$ cat src/rtl/sub_pkg.sv
// Shared definitions for the bit-serial subtractor: controller states and default width.
package sub_pkg;

    localparam int SUB_WIDTH_DEFAULT = 8;

    typedef enum logic [1:0] {
        IDLE  = 2'd0,
        SHIFT = 2'd1,
        DONE  = 2'd2
    } state_t;

endpackage

$ cat src/rtl/full_subtractor.sv
// One-bit full subtractor cell: dif = a - b - c, bo = borrow-out.
module full_subtractor (
    input  logic a,
    input  logic b,
    input  logic c,
    output logic dif,
    output logic bo
);

    assign dif = a ^ b ^ c;
    assign bo  = (~a & b) | (~a & c) | (b & c);

endmodule

$ cat src/rtl/serial_sub_ctrl.sv
// Bit-serial subtractor controller: one full-subtractor cell, LSB first, one bit per clock.
// Optional signed-overflow output enabled by defining SUB_OVF_EN.
module serial_sub_ctrl
    import sub_pkg::*;
#(
    parameter int WIDTH = SUB_WIDTH_DEFAULT
) (
    input  logic             clk,
    input  logic             rst,
    input  logic             start,
    input  logic [WIDTH-1:0] a,
    input  logic [WIDTH-1:0] b,
    input  logic             bin,
    output logic             busy,
    output logic             done,
    output logic [WIDTH-1:0] dif,
    output logic             bo
`ifdef SUB_OVF_EN
    ,
    output logic             ovf
`endif
);

    localparam int CW = $clog2(WIDTH);

    state_t           state;
    state_t           nxt;
    logic [WIDTH-1:0] a_sr;
    logic [WIDTH-1:0] b_sr;
    logic [WIDTH-2:0] res_sr;
    logic [WIDTH-1:0] res_nxt;
    logic [CW-1:0]    cnt;
    logic             brw;
    logic             cell_dif;
    logic             cell_bo;
    logic             last;

    full_subtractor u_fs (
        .a   (a_sr[0]),
        .b   (b_sr[0]),
        .c   (brw),
        .dif (cell_dif),
        .bo  (cell_bo)
    );

    assign last    = (cnt == CW'(WIDTH - 1));
    // Result bits enter from the MSB side; bit 0 only exists in the final word.
    assign res_nxt = {cell_dif, res_sr};

    always_ff @(posedge clk) begin
        if (rst) state <= IDLE;
        else     state <= nxt;
    end

    always_comb begin
        nxt  = state;
        busy = 1'b0;
        done = 1'b0;
        case (state)
            IDLE: begin
                if (start) nxt = SHIFT;
            end
            SHIFT: begin
                busy = 1'b1;
                if (last) nxt = DONE;
            end
            DONE: begin
                busy = 1'b1;
                done = 1'b1;
                nxt  = IDLE;
            end
            default: nxt = IDLE;
        endcase
    end

    always_ff @(posedge clk) begin
        if (rst) begin
            a_sr   <= '0;
            b_sr   <= '0;
            res_sr <= '0;
            cnt    <= '0;
            brw    <= 1'b0;
            dif    <= '0;
            bo     <= 1'b0;
`ifdef SUB_OVF_EN
            ovf    <= 1'b0;
`endif
        end else begin
            case (state)
                IDLE: begin
                    if (start) begin
                        a_sr <= a;
                        b_sr <= b;
                        brw  <= bin;
                        cnt  <= '0;
                    end
                end
                SHIFT: begin
                    a_sr   <= {1'b0, a_sr[WIDTH-1:1]};
                    b_sr   <= {1'b0, b_sr[WIDTH-1:1]};
                    res_sr <= res_nxt[WIDTH-1:1];
                    brw    <= cell_bo;
                    cnt    <= cnt + CW'(1);
                    if (last) begin
                        dif <= res_nxt;
                        bo  <= cell_bo;
`ifdef SUB_OVF_EN
                        // brw still holds the borrow into the MSB on this cycle.
                        ovf <= brw ^ cell_bo;
`endif
                    end
                end
                default: ;
            endcase
        end
    end

endmodule

$ cat config.mk
export PLATFORM = sky130hd
export DESIGN_NAME = serial_sub_ctrl
export DESIGN_NICKNAME = d
export VERILOG_FILES = /design/src/rtl/sub_pkg.sv /design/src/rtl/full_subtractor.sv /design/src/rtl/serial_sub_ctrl.sv
export SDC_FILE = /design/constraint.sdc
export NUM_CORES = 1
export LEC_CHECK = 0
export BUFFER_PORTS_ARGS = -buffer_cell sky130_fd_sc_hd__buf_2
export CAP_MARGIN = 20
export CORE_UTILIZATION = 35
export CTS_CLUSTER_DIAMETER = 50
export DETAILED_ROUTE_END_ITERATION = 7
export PLACE_DENSITY = 0.62
export REMOVE_ABC_BUFFERS = 1
export SYNTH_ARGS = -nofsm -noshare
export SYNTH_HDL_FRONTEND = slang
export SYNTH_SLANG_ARGS = --single-unit
$ cat constraint.sdc
create_clock -name clk -period 3.2 [get_ports clk]
set_input_delay 0.32 -clock clk [delete_from_list [all_inputs] [get_ports clk]]
set_output_delay 0.32 -clock clk [all_outputs]
set_load 0.1 [all_outputs]
Yosys cells after proc, flatten, opt, wreduce, memory -nomap -nowiden. Cells that the tools add are included.

Bits in read-only memories: 0. Output and inout port bits: 11. Input bits: 20. Logic and storage cells: 41. Bits in writable memories: 0. Latch bits: 0. Memories kept: 0. Bits in registers: 38.

Multiply operators: 0. Bitwise gates (word level): 8. Muxes and demuxes: 13. $lt $le $gt $ge: 0. Shift operators: 0. Div/mod/pow operators: 0. $add $sub $neg: 1. Equality and inequality tests: 5. Reduce and logical (&&, ||, !) cells: 6.

Operator list (number): one-hot mux 8 bit (2 select lines) (2); two-way mux 8 bit (2); one-hot mux 3 bit (2 select lines) (1); AND reduction 2 bit (3); two-way mux 2 bit (2); inequality test 2 bit, second input constant (2); one-hot mux 2 bit (2 select lines) (1); adder 3 x 1 -> 3 bit, second input constant (1); AND 1 bit (3); equality test 3 bit, second input constant (1); two-way mux 1 bit (3); two-way mux 3 bit (1); equality test 2 x 1 -> 1 bit, second input constant (1); equality test 2 bit, second input constant (1); zero test 2 bit (1); bitwise OR 1 bit (2); one-hot mux 1 bit (2 select lines) (1); nonzero test 2 bit (1); OR reduction 2 bit (1); XOR 1 bit (2); NOT 1 bit (1).

Logic depth before layout (Yosys ltp).
Depth after elaboration: 5. Depth in mapped cells: 7. Mapped depth without buffers: 5.

Hierarchy. From an unflattened synthesis, not the netlist that was laid out.

Cell total of the unflattened synthesis: 171. Area, all modules: 1722.9 µm².

Modules (own cells, without submodules): serial_sub_ctrl (times used 1, seq. area each 760.7 µm², area an instance 1695.4 µm², cells each 168); full_subtractor (times used 1, seq. area each 0.0 µm², area an instance 27.5 µm², cells each 3).

Worst setup path before layout. Ideal clock, no wire load.

Path kind: reg2out. Start point: register state[0]. End point: output busy. Setup slack: 1657 ps. Data arrival time: 1223 ps. Data required time: 2880 ps. Stages on the path, launching flop included: 3. Buffers on the path: 0. Cell sequence: dfxtp_1 -> inv_1 -> ha_1.

Word-level cells in the longest chain between the ends: 3. Elaborated cells on any way between the ends: 4. Those cells by class: eq/ne (2); mux (1); reduce/logical (1).

RTL lines: from (decl) (line serial_sub_ctrl.sv:26) `state_t state;`; from (signal assigned) (line serial_sub_ctrl.sv:52) `else state <= nxt;`; equality test 2 x 1 -> 1 bit or equality test 2 bit (tied branches) (line serial_sub_ctrl.sv:59) `case (state)`; OR reduction 2 bit (no line) *; two-way mux 1 bit * (line serial_sub_ctrl.sv:59); to (decl) (line serial_sub_ctrl.sv:14) `output logic busy,`.

Mark *: on every way between the ends. The rest lies on a longest branch, timed or not.

Worst setup path in the final report.
Start point: register state[1]. End point: register dif[7].

Word-level cells in the longest chain between the ends: 2.

RTL lines: equality test 2 x 1 -> 1 bit (line serial_sub_ctrl.sv:89) `case (state)`; AND reduction 2 bit (no line); to (signal assigned) (line serial_sub_ctrl.sv:105) `dif <= res_nxt;`; to (decl) (line serial_sub_ctrl.sv:16) `output logic [WIDTH-1:0] dif,`.

Every way passes these cells. A chain may end at the register's enable or synchronous reset.

==> metrics.txt <==
RSZ-0062 raised after global routing no; dominant synthesized flop cell dfxtp_1; largest family of logic cells by synthesized area compound AO/OA/AOI/OAI gates; CTS clk-pin slew, worst paths roughly 70 ps; compound-cell area share of the yosys netlist 0.175; number of antenna diodes 0; CP endpoint kind register; xor/xnor share of the synthesized area 0.00501; part of the Yosys area used for sequential elements 0.435; vias in the first global route roughly 1,100; initial antenna violation count 0; area grow syn2layout 13.3%; post-cts gate resize count 0; Final Cycle Share 0.546; most common library cells after synthesis dfxtp_1, nor2_1, mux2i_1; HPWL Detailed 1990 um; overall die height between 70 and 80 um; Final ANT Viol Nets 0; CTS tree done; synth top area cells dfxtp_1, mux2i_1, a211oi_2; Worst Tran Pin Value ~830 ps; min Tclk post-route roughly 1700 ps; Fin. Hold Viols 0; num rows 25; storage element area roughly 760 sq um; worst hold path type input pin to register; crit path max fanout 35; die area ~5300 sq um; Max VDD drop 0.318 mV; FF+latch count, synth 38; Async SR Flop Fraction 0; Initial Utilization 0.368; hold bufs inserted after CTS 0; Post-synth EDFFs 0; area share of fa/ha/maj cells after synthesis 0.0472; Nets around 230; most frequent cell after synthesis dfxtp_1; Final Max Tran Viols 0; Multi-input gate area between 800 and 900 sq um; YS warnings 0; first-pass GRT wire length approximately 5200 um; simple logic cell fraction of the synthesized area 0.120; DRC Markers 0; Worst slew margin 0.445; Yosys top cell by area dfxtp_1; clk buf depth 2; largest net degree at the start of global routing 39; Mapped Area between 1500 and 2000 sq um; Cells after Synth roughly 170; power per cell area 511 nW/um^2; drt pass-1 iters 4; post-synthesis cell type count 24; Overflow after GRT 0; WL/cell around 11 um; root buffer cell clkbuf_8; Leak 0.783 nW; Arr. time, crit path a little under 2000 ps; Critical Setup Path Class register to register; Max Clk Rate approximately 570 MHz; Avg Inst Size Synth around 10 sq um; skew final 7.72 ps; initial DRC count 52; setup TNS 0 ps; die width 72.7 um; CORE AREA 4750 sq um; status complete, no violations; share of layout cells above drive strength 1 0.285; GRT Total Usage 0.126; Ports 31; type of origin of the critical path register; mux contribution to synthesized area 0.153; Worst-Skew Late Latency between 200 and 300 ps; PortBufs 30; Pwr Total 0.00101 W; WP data required 3400 ps; Setup Fix Bufs, Post-CTS 0; routed vias 1,241; Max-cap violations 0; routed wire length ~3000 um; H-tree depth 2; CTS Sinks 38; post-synth top area share 0.435; vias per inst 4.65; Finish-stage setup viols 0; GP Congestion ~0.66; total CTS buffers 5; Filler cells 509
-- stage by stage --
step | instances | utilization | hold slack, ps | worst slack (ps) | cell area [sq um]
6_report | 267 | 0.417 | 395 | 1450 | 1980
5_1_grt | 267 | 0.417 | 395 | 1260 | 1980
4_1_cts | 267 | 0.417 | 392 | 1450 | 1980
3_5_place_dp | 259 | 0.398 | 446 | 1450 | 1890
3_3_place_gp | 259 | 0.398 | 442 | 1520 | 1890
2_1_floorplan | 161 | - | 385 | 851 | 1650
-- path summary, 6_finish.rpt --
kind / from / endpoint / slack [ps] / depth (start not counted)
setup / recovery: state[1]$_SDFFE_PP0P_ / dif[7]$_SDFFE_PP0P_ / 1450 / 6
hold / removal: b[7] / b_sr[7]$_SDFFE_PP0P_ / 400 / 4
setup reg to reg: state[1]$_SDFFE_PP0P_ / dif[7]$_SDFFE_PP0P_ / 1450 / 6
hold reg to reg: dif[5]$_SDFFE_PP0P_ / dif[5]$_SDFFE_PP0P_ / 450 / 2
-- flip-flops by register name (all words and copies together), names as in the netlist --
name / flops
a_sr: 8
b_sr: 8
dif: 8
res_sr: 7
cnt: 3
state: 2
bo: 1
brw: 1
-- logic make-up (layout without fill, tap and decap cells) --
kind of cell / after synthesis / in the layout
fa+ha+maj: 6 / 6
flops: 38 / 38
compound gates: 34 / 34
xor+xnor: 1 / 1
mux: 26 / 26
simple gates: 52 / 52
buf+inv: 16 / 43
-- placed cells by master, fill, tap and decap left out, types with 2 or more instances in the layout --
master | synthesis | layout
nor2_1 | 27 | 27
a211oi_2 | 15 | 15
ha_1 | 5 | 4
buf_2 | 3 | 30
inv_1 | 4 | 4
a32oi_1 | 2 | 2
clkbuf_8 | 0 | 5
nand2_1 | 19 | 19
mux2_2 | 2 | 2
dfxtp_1 | 38 | 38
a21oi_1 | 11 | 11
a211oi_1 | 4 | 4
nor2b_1 | 3 | 3
mux2i_1 | 23 | 23
-- worst max-delay path: stages (launching register included) --
cell and delay [ps]:
dfxtp_1 310, inv_1 90, ha_2 180, buf_4 410
and2_1 380, nor2_1 70, a211oi_1 200
-- power by group --
part,switching [W],internal (W),leakage [nW]
logic,0.000103,0.0000730,0.427
registers,0.0000166,0.000502,0.311
clock network,0.000164,0.000154,0.0452
-- layout make-up --
class,instances,share of cell area
inverters,4,0.00758
clock buffers,6,0.0366
clock inverters,2,0.00695
multi-input cells,119,0.443
well taps,67,0.0423
repair buffers,31,0.0796
flip-flops and latches,38,0.384
-- layer usage --
layer,global-route usage,wire (um),vias up
met1,0.156,1510,568
met4,0.0392,27,0
met2,0.202,1350,23
li1,-,-,646
met5,0,0,-
met3,0.0470,108,4
Power figures use the tool's default switching activity.
